--- config.mk ---
export PLATFORM = sky130hd
export DESIGN_NAME = fetch_unit_flat
export DESIGN_NICKNAME = d
export VERILOG_FILES = /design/src/rtl/fetch_unit_pkg.sv /design/src/rtl/fetch_unit_if.sv /design/src/rtl/fetch_unit_next_pc.sv /design/src/rtl/fetch_unit.sv /design/src/flat_wrapper.sv
export SDC_FILE = /design/constraint.sdc
export NUM_CORES = 1
export LEC_CHECK = 0
export CORE_MARGIN = 5
export CORE_UTILIZATION = 30
export CTS_CLUSTER_DIAMETER = 30
export DETAILED_ROUTE_END_ITERATION = 8
export DONT_BUFFER_PORTS = 1
export GPL_TIMING_DRIVEN = 1
export SETUP_SLACK_MARGIN = 0.05
export SYNTH_ARGS = -nofsm -noshare
export SYNTH_HDL_FRONTEND = slang
export SYNTH_HIERARCHICAL = 1
export SYNTH_SLANG_ARGS = --single-unit
export TNS_END_PERCENT = 50
--- constraint.sdc ---
create_clock -name clk -period 3.7 [get_ports clk]
set_clock_uncertainty 0.05 [all_clocks]
set_input_delay 0.74 -clock clk [delete_from_list [all_inputs] [get_ports clk]]
set_output_delay 0.74 -clock clk [all_outputs]
set_load 0.05 [all_outputs]
--- src/rtl/fetch_unit_pkg.sv ---
// Shared fetch/control definitions: FSM states, opcodes, PC-source codes and the NOP encoding.
package fetch_unit_pkg;

  typedef enum logic [1:0] {
    ST_IDLE = 2'd0,
    ST_REQ  = 2'd1,
    ST_EXEC = 2'd2,
    ST_HALT = 2'd3
  } fetch_state_e;

  localparam logic [6:0] OP_JAL    = 7'b1101111;
  localparam logic [6:0] OP_JALR   = 7'b1100111;
  localparam logic [6:0] OP_BRANCH = 7'b1100011;
  localparam logic [6:0] OP_EBREAK = 7'b1110011;

  localparam logic [1:0] PCSRC_SEQ    = 2'd0;
  localparam logic [1:0] PCSRC_BRANCH = 2'd1;
  localparam logic [1:0] PCSRC_JALR   = 2'd2;
  localparam logic [1:0] PCSRC_RSVD   = 2'd3;

  localparam logic [31:0] INSTR_NOP    = 32'h0000_0013;
  localparam logic [31:0] PC_RESET_VAL = 32'h0000_0000;

endpackage

--- src/rtl/fetch_unit_if.sv ---
// Instruction-memory request/acknowledge bus between the fetch stage and imem.
interface fetch_unit_if;
  logic        im_req;
  logic [31:0] im_addr;
  logic        im_ack;
  logic [31:0] im_rdata;

  modport master (output im_req, output im_addr, input im_ack, input im_rdata);
  modport slave  (input im_req, input im_addr, output im_ack, output im_rdata);
endinterface

--- src/rtl/fetch_unit_next_pc.sv ---
// Combinational next-PC generation: B/J immediate extraction and PC-source mux.
module fetch_unit_next_pc
  import fetch_unit_pkg::*;
(
  input  logic [31:0] instr_i,
  input  logic [31:0] pc_i,
  input  logic [1:0]  pcsrc_i,
  input  logic [31:0] alu_result_i,
  output logic [31:0] next_pc_o
);

  logic [31:0] imm_b;
  logic [31:0] imm_j;
  logic [31:0] pc_plus4;

  assign imm_b = {{20{instr_i[31]}}, instr_i[7], instr_i[30:25], instr_i[11:8], 1'b0};
  assign imm_j = {{12{instr_i[31]}}, instr_i[19:12], instr_i[20], instr_i[30:21], 1'b0};
  assign pc_plus4 = pc_i + 32'd4;

  // control_unit's PC source wins over the local JAL decode
  always_comb begin
    next_pc_o = pc_plus4;
    case (pcsrc_i)
      PCSRC_BRANCH: next_pc_o = pc_i + imm_b;
      PCSRC_JALR:   next_pc_o = alu_result_i & 32'hFFFF_FFFE;
      PCSRC_SEQ: begin
        if (instr_i[6:0] == OP_JAL) next_pc_o = pc_i + imm_j;
      end
      default:      next_pc_o = pc_plus4;
    endcase
  end

endmodule

--- src/rtl/fetch_unit.sv ---
// Fetch/PC stage: owns PC and instruction registers, sequences REQ/EXEC per instruction.
// state | meaning
// IDLE  | waiting for run strobe
// REQ   | im_req high at pc until im_ack latches the instruction
// EXEC  | instr_valid commit cycle; PC advances or halts
// HALT  | terminal after EBREAK or misaligned target, until reset
module fetch_unit
  import fetch_unit_pkg::*;
#(
  parameter logic [31:0] RESET_PC  = PC_RESET_VAL,
  parameter logic [31:0] NOP_INSTR = INSTR_NOP
) (
  input  logic        clk,
  input  logic        rst_n,
  fetch_unit_if.master imem,
  input  logic        run_i,
  input  logic [1:0]  pcsrc_i,
  input  logic [31:0] alu_result_i,
  output logic [31:0] instr_o,
  output logic [31:0] pc_o,
  output logic [31:0] pc_plus4_o,
  output logic        instr_valid_o,
  output logic        halted_o,
  output logic        misaligned_o
);

  fetch_state_e state_q, state_d;
  logic [31:0]  pc_q, pc_d;
  logic [31:0]  instr_q, instr_d;
  logic         halted_q, halted_d;
  logic         misaligned_q, misaligned_d;
  logic         im_req;
  logic         instr_valid;
  logic [31:0]  next_pc;

  fetch_unit_next_pc u_next_pc (
    .instr_i      (instr_q),
    .pc_i         (pc_q),
    .pcsrc_i      (pcsrc_i),
    .alu_result_i (alu_result_i),
    .next_pc_o    (next_pc)
  );

  always_ff @(posedge clk or negedge rst_n) begin
    if (!rst_n) begin
      state_q      <= ST_IDLE;
      pc_q         <= RESET_PC;
      instr_q      <= NOP_INSTR;
      halted_q     <= 1'b0;
      misaligned_q <= 1'b0;
    end else begin
      state_q      <= state_d;
      pc_q         <= pc_d;
      instr_q      <= instr_d;
      halted_q     <= halted_d;
      misaligned_q <= misaligned_d;
    end
  end

  always_comb begin
    state_d      = state_q;
    pc_d         = pc_q;
    instr_d      = instr_q;
    halted_d     = halted_q;
    misaligned_d = misaligned_q;
    im_req       = 1'b0;
    instr_valid  = 1'b0;
    case (state_q)
      ST_IDLE: begin
        if (run_i) state_d = ST_REQ;
      end
      ST_REQ: begin
        im_req = 1'b1;
        if (imem.im_ack) begin
          instr_d = imem.im_rdata;
          state_d = ST_EXEC;
        end
      end
      ST_EXEC: begin
        instr_valid = 1'b1;
        if (instr_q[6:0] == OP_EBREAK) begin
          halted_d = 1'b1;
          state_d  = ST_HALT;
        end else if (next_pc[1:0] != 2'b00) begin
          misaligned_d = 1'b1;
          state_d      = ST_HALT;
        end else begin
          pc_d    = next_pc;
          state_d = ST_REQ;
        end
      end
      default: state_d = ST_HALT;
    endcase
  end

  assign imem.im_req   = im_req;
  assign imem.im_addr  = pc_q;
  assign instr_o       = instr_q;
  assign pc_o          = pc_q;
  assign pc_plus4_o    = pc_q + 32'd4;
  assign instr_valid_o = instr_valid;
  assign halted_o      = halted_q;
  assign misaligned_o  = misaligned_q;

endmodule

--- src/flat_wrapper.sv ---
// flat-port wrapper written by rule: the top's interface ports become plain ports
module fetch_unit_flat import fetch_unit_pkg::*;
#(
  parameter logic [31:0] RESET_PC  = PC_RESET_VAL,
  parameter logic [31:0] NOP_INSTR = INSTR_NOP
)
  (clk, rst_n, run_i, pcsrc_i, alu_result_i, instr_o, pc_o, pc_plus4_o, instr_valid_o, halted_o, misaligned_o, imem_im_req, imem_im_addr, imem_im_ack, imem_im_rdata);
  fetch_unit_if imem_i ();
  input  logic clk;
  input  logic rst_n;
  input  logic run_i;
  input  logic [1:0] pcsrc_i;
  input  logic [31:0] alu_result_i;
  output logic [31:0] instr_o;
  output logic [31:0] pc_o;
  output logic [31:0] pc_plus4_o;
  output logic instr_valid_o;
  output logic halted_o;
  output logic misaligned_o;
  output wire logic [$bits(imem_i.im_req)-1:0] imem_im_req;
  output wire logic [$bits(imem_i.im_addr)-1:0] imem_im_addr;
  input wire logic [$bits(imem_i.im_ack)-1:0] imem_im_ack;
  input wire logic [$bits(imem_i.im_rdata)-1:0] imem_im_rdata;
  assign imem_im_req = imem_i.im_req;
  assign imem_im_addr = imem_i.im_addr;
  assign imem_i.im_ack = imem_im_ack;
  assign imem_i.im_rdata = imem_im_rdata;
  fetch_unit #(.RESET_PC(RESET_PC), .NOP_INSTR(NOP_INSTR)) u_core (.clk(clk), .rst_n(rst_n), .imem(imem_i), .run_i(run_i), .pcsrc_i(pcsrc_i), .alu_result_i(alu_result_i), .instr_o(instr_o), .pc_o(pc_o), .pc_plus4_o(pc_plus4_o), .instr_valid_o(instr_valid_o), .halted_o(halted_o), .misaligned_o(misaligned_o));
endmodule
Word level (Yosys, flattened, before mapping)
Index checks and enable logic that the tools add are counted.
Storage, ports and cells
  flip-flop bits (word level): 68
  input bits: 70
  output and inout port bits: 132
  word-level logic and storage cells: 35
Cells by class
  add/sub/neg operators: 3
  eq/ne operators: 8
  multiplexer cells: 9
  bitwise gates (word level): 2
  reduce and logical (&&, ||, !) cells: 8
Operators with widths (count)
  case mux 32 bit (3 select lines): 1
  adder 32 bit: 2
  adder 32 x 3 -> 32 bit, second input constant: 1
  two-way mux 32 bit: 1
  == test 7 bit, second input constant: 2
  two-way mux 2 bit: 4
  case mux 2 bit (3 select lines): 1
  AND reduction 2 bit: 3
  AND reduction 3 bit: 2
  == test 2 x 1 -> 1 bit, second input constant: 2
  == test 2 bit, second input constant: 2
  zero test 2 bit: 2
  != test 2 bit, second input constant: 2
  two-way mux 1 bit: 2
  inverter 1 bit: 2
  nonzero test 2 bit: 1

Depth between registers and ports, before layout
  word-level depth: 7
  depth in mapped cells: 13
  mapped depth without buffers: 13

Modules after synthesis
Netlist, hierarchy kept.
By module, submodules not included
  fetch_unit_next_pc: times used 1, cells each 670, area each 4463.0 µm², seq. area each 0.0 µm²
  fetch_unit: times used 1, cells each 269, area each 3492.1 µm², seq. area each 1705.4 µm²

Least setup slack after synthesis
No wires, ideal clock.
  path type: register to output
  from: register u_core.pc_q[4] (netlist: u_core/imem.im_addr[4])
  to: output port pc_plus4_o[21]
  data arrival time: 2703 ps
  data required time: 2910 ps
  setup slack: 207 ps
  stages on the path, launching flop included: 6
  buffers on the path: 1
  cells stage by stage: dfrtp_1 -> clkbuf_1 -> nand4_1 -> nor4_4 -> nand4_1 -> xnor2_1
On the way
  cells in the longest elaborated chain, start to end: 1
Ends and longest elaborated chain
  start, declared: line fetch_unit.sv:28  | logic [31:0] pc_q, pc_d;
  start signal, assigned: line fetch_unit.sv:53  | pc_q <= pc_d;
  adder 32 x 3 -> 32 bit: line fetch_unit.sv:100  | assign pc_plus4_o = pc_q + 32'd4;
  end, declared: line flat_wrapper.sv:16  | output logic [31:0] pc_plus4_o;
Every way passes these cells.

Worst setup path in the final report
  from: register u_core.pc_q[4] (netlist: u_core/imem.im_addr[4])
  to: output port pc_plus4_o[31]
The elaborated chain is that of the path after synthesis.

==> impl_results.md <==
- Wirelength per Cell: 21.3 um
- Ys Warns: 6
- Least-Margin Pin Slew: 0.883 ns
- Initial antenna violation count: 0
- Slew HR: 41.1%
- #FFs+latches synth: 68
- GP Congestion: 0.918
- Post-Route M1 WL: 12.5 mm
- Slew Limit Fails: 0
- Total track usage: 18.0%
- Post-CTS Setup Repair Bufs: 0
- Top Ports: 202
- Skew-Pair Late Insertion Delay: 0.35 ns
- Top FF cell, synth: dfrtp_1
- Vias/cell: 5.50
- Overflow after GRT: 0
- Worst-path maximum fanout: 10
- FFs w/ async S/R, synth: 100%
- Yosys top cell by area: dfrtp_1
- Hold buffers post-CTS: 0
- Pre-CTS setup slack: 0.322 ns
- Final ANT Viol Nets: 0
- Area of the multi-input gates: 5710 um^2
- Total Wirelength: 27.9 mm
- Crit path buffers/inverters: 3
- Worst Path Required: 2.91 ns
- Row Count: 59
- Final setup viols: 0
- Util after Layout: 34.3%
- First-pass GRT wire length: 43.3 mm
- Setup ws final: 0.189 ns
- Die width: 173 um
- Drc violations: 0
- TNS Setup: 0 ns
- Largest cells by area after synthesis: dfrtp_1 20%, xnor2_1 7.4%, ha_1 7.1%, mux2_4 5.3%, mux2_2 4.5%
- Hpwl dp: 20.8 mm
- EDFF count, synth: 0
- Resized cells post-CTS: 0
- Crit share post-route: 94.9%
- Final hold vios: 0
- Highest routed layer: met4
- Most common cell in the netlist: nand2_1
- Min Tclk post-route: 3.51 ns
- Mapped Area: 7960 um^2
- Die Area: 29,900 um^2
- CTS tree: built
- Largest net degree at the start of global routing: 90
- Clock sink count: 68
- Met2 wire len: 13.2 mm
- Syn avg cell area: 8.47 um^2
- Final non-filler cell total: 1,310
- CTS Root Buffer Type: clkbuf_16
- Number of global-route vias before repair: 7,108
- Post-synthesis cell type count: 81
- DRT Pass-1 Iters: 7
- Worst EP arrival: 2.72 ns
- Routed vias: 7,210
- Syn nets: 1,056
- Core Box Area: 26,100 um^2
- RSZ-0062 raised after global routing: yes
- Cell Chain, Critical Path: buf_6 > nand4_1 > nor4_4 > buf_4 > nand4_1 > xnor2_1 > buf_4
- Highest Clock Rate: 285 MHz
- Placed Instances: 1,293
- Critical Path Slowest Stage Cell: dfrtp_1
- Post-Syn Instances: 939
- Detailed Route Iter0 Violations: 615
- Worst hold path type: primary input to asynchronous set/reset pin
- Length of routed met3 wiring: 1.86 mm
- CTS Buf Count: 9
- Layout Area Growth over Synthesis: 12.3%
- Nets: 1,086
- H-tree depth: 3
- Sequential area share after synthesis: 21.4%
- Longest Clk Path Bufs: 2
- FF/Latch Area: 1710 um^2
- Crit path max-delay family: simple AND/OR/NAND/NOR gates
- # port buffers: 0
- Max_cap viols: 0
- Fraction of layout cells with a size suffix above 1: 22.3%
- Crit Path Class: flop to output pin
- Synth top cells by count: 93 x nand2_1, 76 x nor2_1, 67 x xnor2_1
- CP peak stage delay: 0.53 ns
- Clock Pin Slew Worst Setup and Hold Paths: 0.07 ns
- Synth top area share: 20.4%
- Status: finished, final reports clean
- Startpoint Class: flop
- Starting density of the core: 30.5%
- # fillers: 2,736
- Chip height: 173 um
- Endpoint class of the critical path: output pin
-- cells in the final DEF (no fill, tap or decap), types with 12 or more instances in the layout --
| master | netlist | routed |
|---|---|---|
| and2_1 | 13 | 13 |
| nand2_1 | 93 | 93 |
| inv_1 | 13 | 13 |
| ha_1 | 45 | 45 |
| mux2_2 | 32 | 32 |
| and3_1 | 18 | 18 |
| a21o_1 | 27 | 27 |
| o21ai_0 | 48 | 48 |
| nand3_1 | 28 | 28 |
| a21oi_1 | 66 | 66 |
| xor2_1 | 35 | 35 |
| dfrtp_1 | 65 | 65 |
| nand4_1 | 21 | 21 |
| xnor2_1 | 67 | 67 |
| nor2_1 | 76 | 76 |
| mux2_4 | 28 | 28 |
| buf_4 | 36 | 97 |
| nor3_1 | 12 | 12 |
-- layout make-up --
class / instances / area share (%)
clock buffers: 9 / 2.52
inverters: 15 / 0.630
diodes: 1 / 0.0280
multi-input cells: 777 / 63.9
flip-flops and latches: 68 / 19.1
well taps: 335 / 4.69
clock inverters: 7 / 0.855
repair buffers: 98 / 8.28
-- layer usage --
layer	track usage, %	vias up
li1	-	3448
met2	29.8	271
met4	4.06	0
met3	3.91	32
met5	0	-
met1	24.2	3459
-- stage by stage --
step / hold slack [ns] / instance area [um^2]
after floorplan: 0.394 / 7960
after global placement: 0.400 / 8620
after detailed placement: 0.399 / 8620
after CTS: 0.0122 / 8920
after global routing: 0.0138 / 8930
final: 0.0343 / 8930
-- sequential cells by signal, indices dropped and copies added (netlist names) --
signal               count
u_core/misaligned_o      1
u_core/halted_o          1
u_core/instr_o          32
u_core/imem.im_addr     32
u_core/state_q           2
-- worst paths after layout --
check                                                   startpoint  cells past startpoint                                   to  slack, ns
worst min-delay path                                         rst_n                      0       u_core/instr_o[30]$_DFFE_PN0P_       0.03
worst max register to register  u_core/imem.im_addr[2]$_DFFE_PN0P_                     13  u_core/imem.im_addr[27]$_DFFE_PN0P_       0.25
max in group asynchronous                                    rst_n                      0        u_core/instr_o[4]$_DFFE_PN1P_       3.35
worst max-delay path            u_core/imem.im_addr[4]$_DFFE_PN0P_                      7                       pc_plus4_o[31]       0.19
min in group clk                                  imem_im_rdata[6]                      1        u_core/instr_o[6]$_DFFE_PN0P_       0.47
worst min register to register       u_core/state_q[1]$_DFFE_PN0P_                      1        u_core/state_q[0]$_DFFE_PN0P_       0.49
-- worst register-to-register path, delay by kind of cell (launching register included) --
family,cells,cell delay [ns]
AOI/OAI and AO/OA,5,1.20
muxes,2,0.38
and+or+nand+nor,3,0.34
buffers and inverters,2,0.33
DFF,1,0.65
adders and majority gates,1,0.43
-- logic make-up after synthesis --
group | Yosys count | share of synthesized area [%]
AO/OA/AOI/OAI | 255 | 22.0
XOR/XNOR | 102 | 11.2
adder cells (fa/ha/maj) | 47 | 7.58
buffers and inverters | 94 | 6.83
flip-flops | 68 | 21.4
multiplexers | 71 | 12.0
AND/OR/NAND/NOR | 302 | 18.9
Power is left out: the tool's default activity adds up to more than one toggle a clock period on the data nets, which glitch-free logic cannot reach.
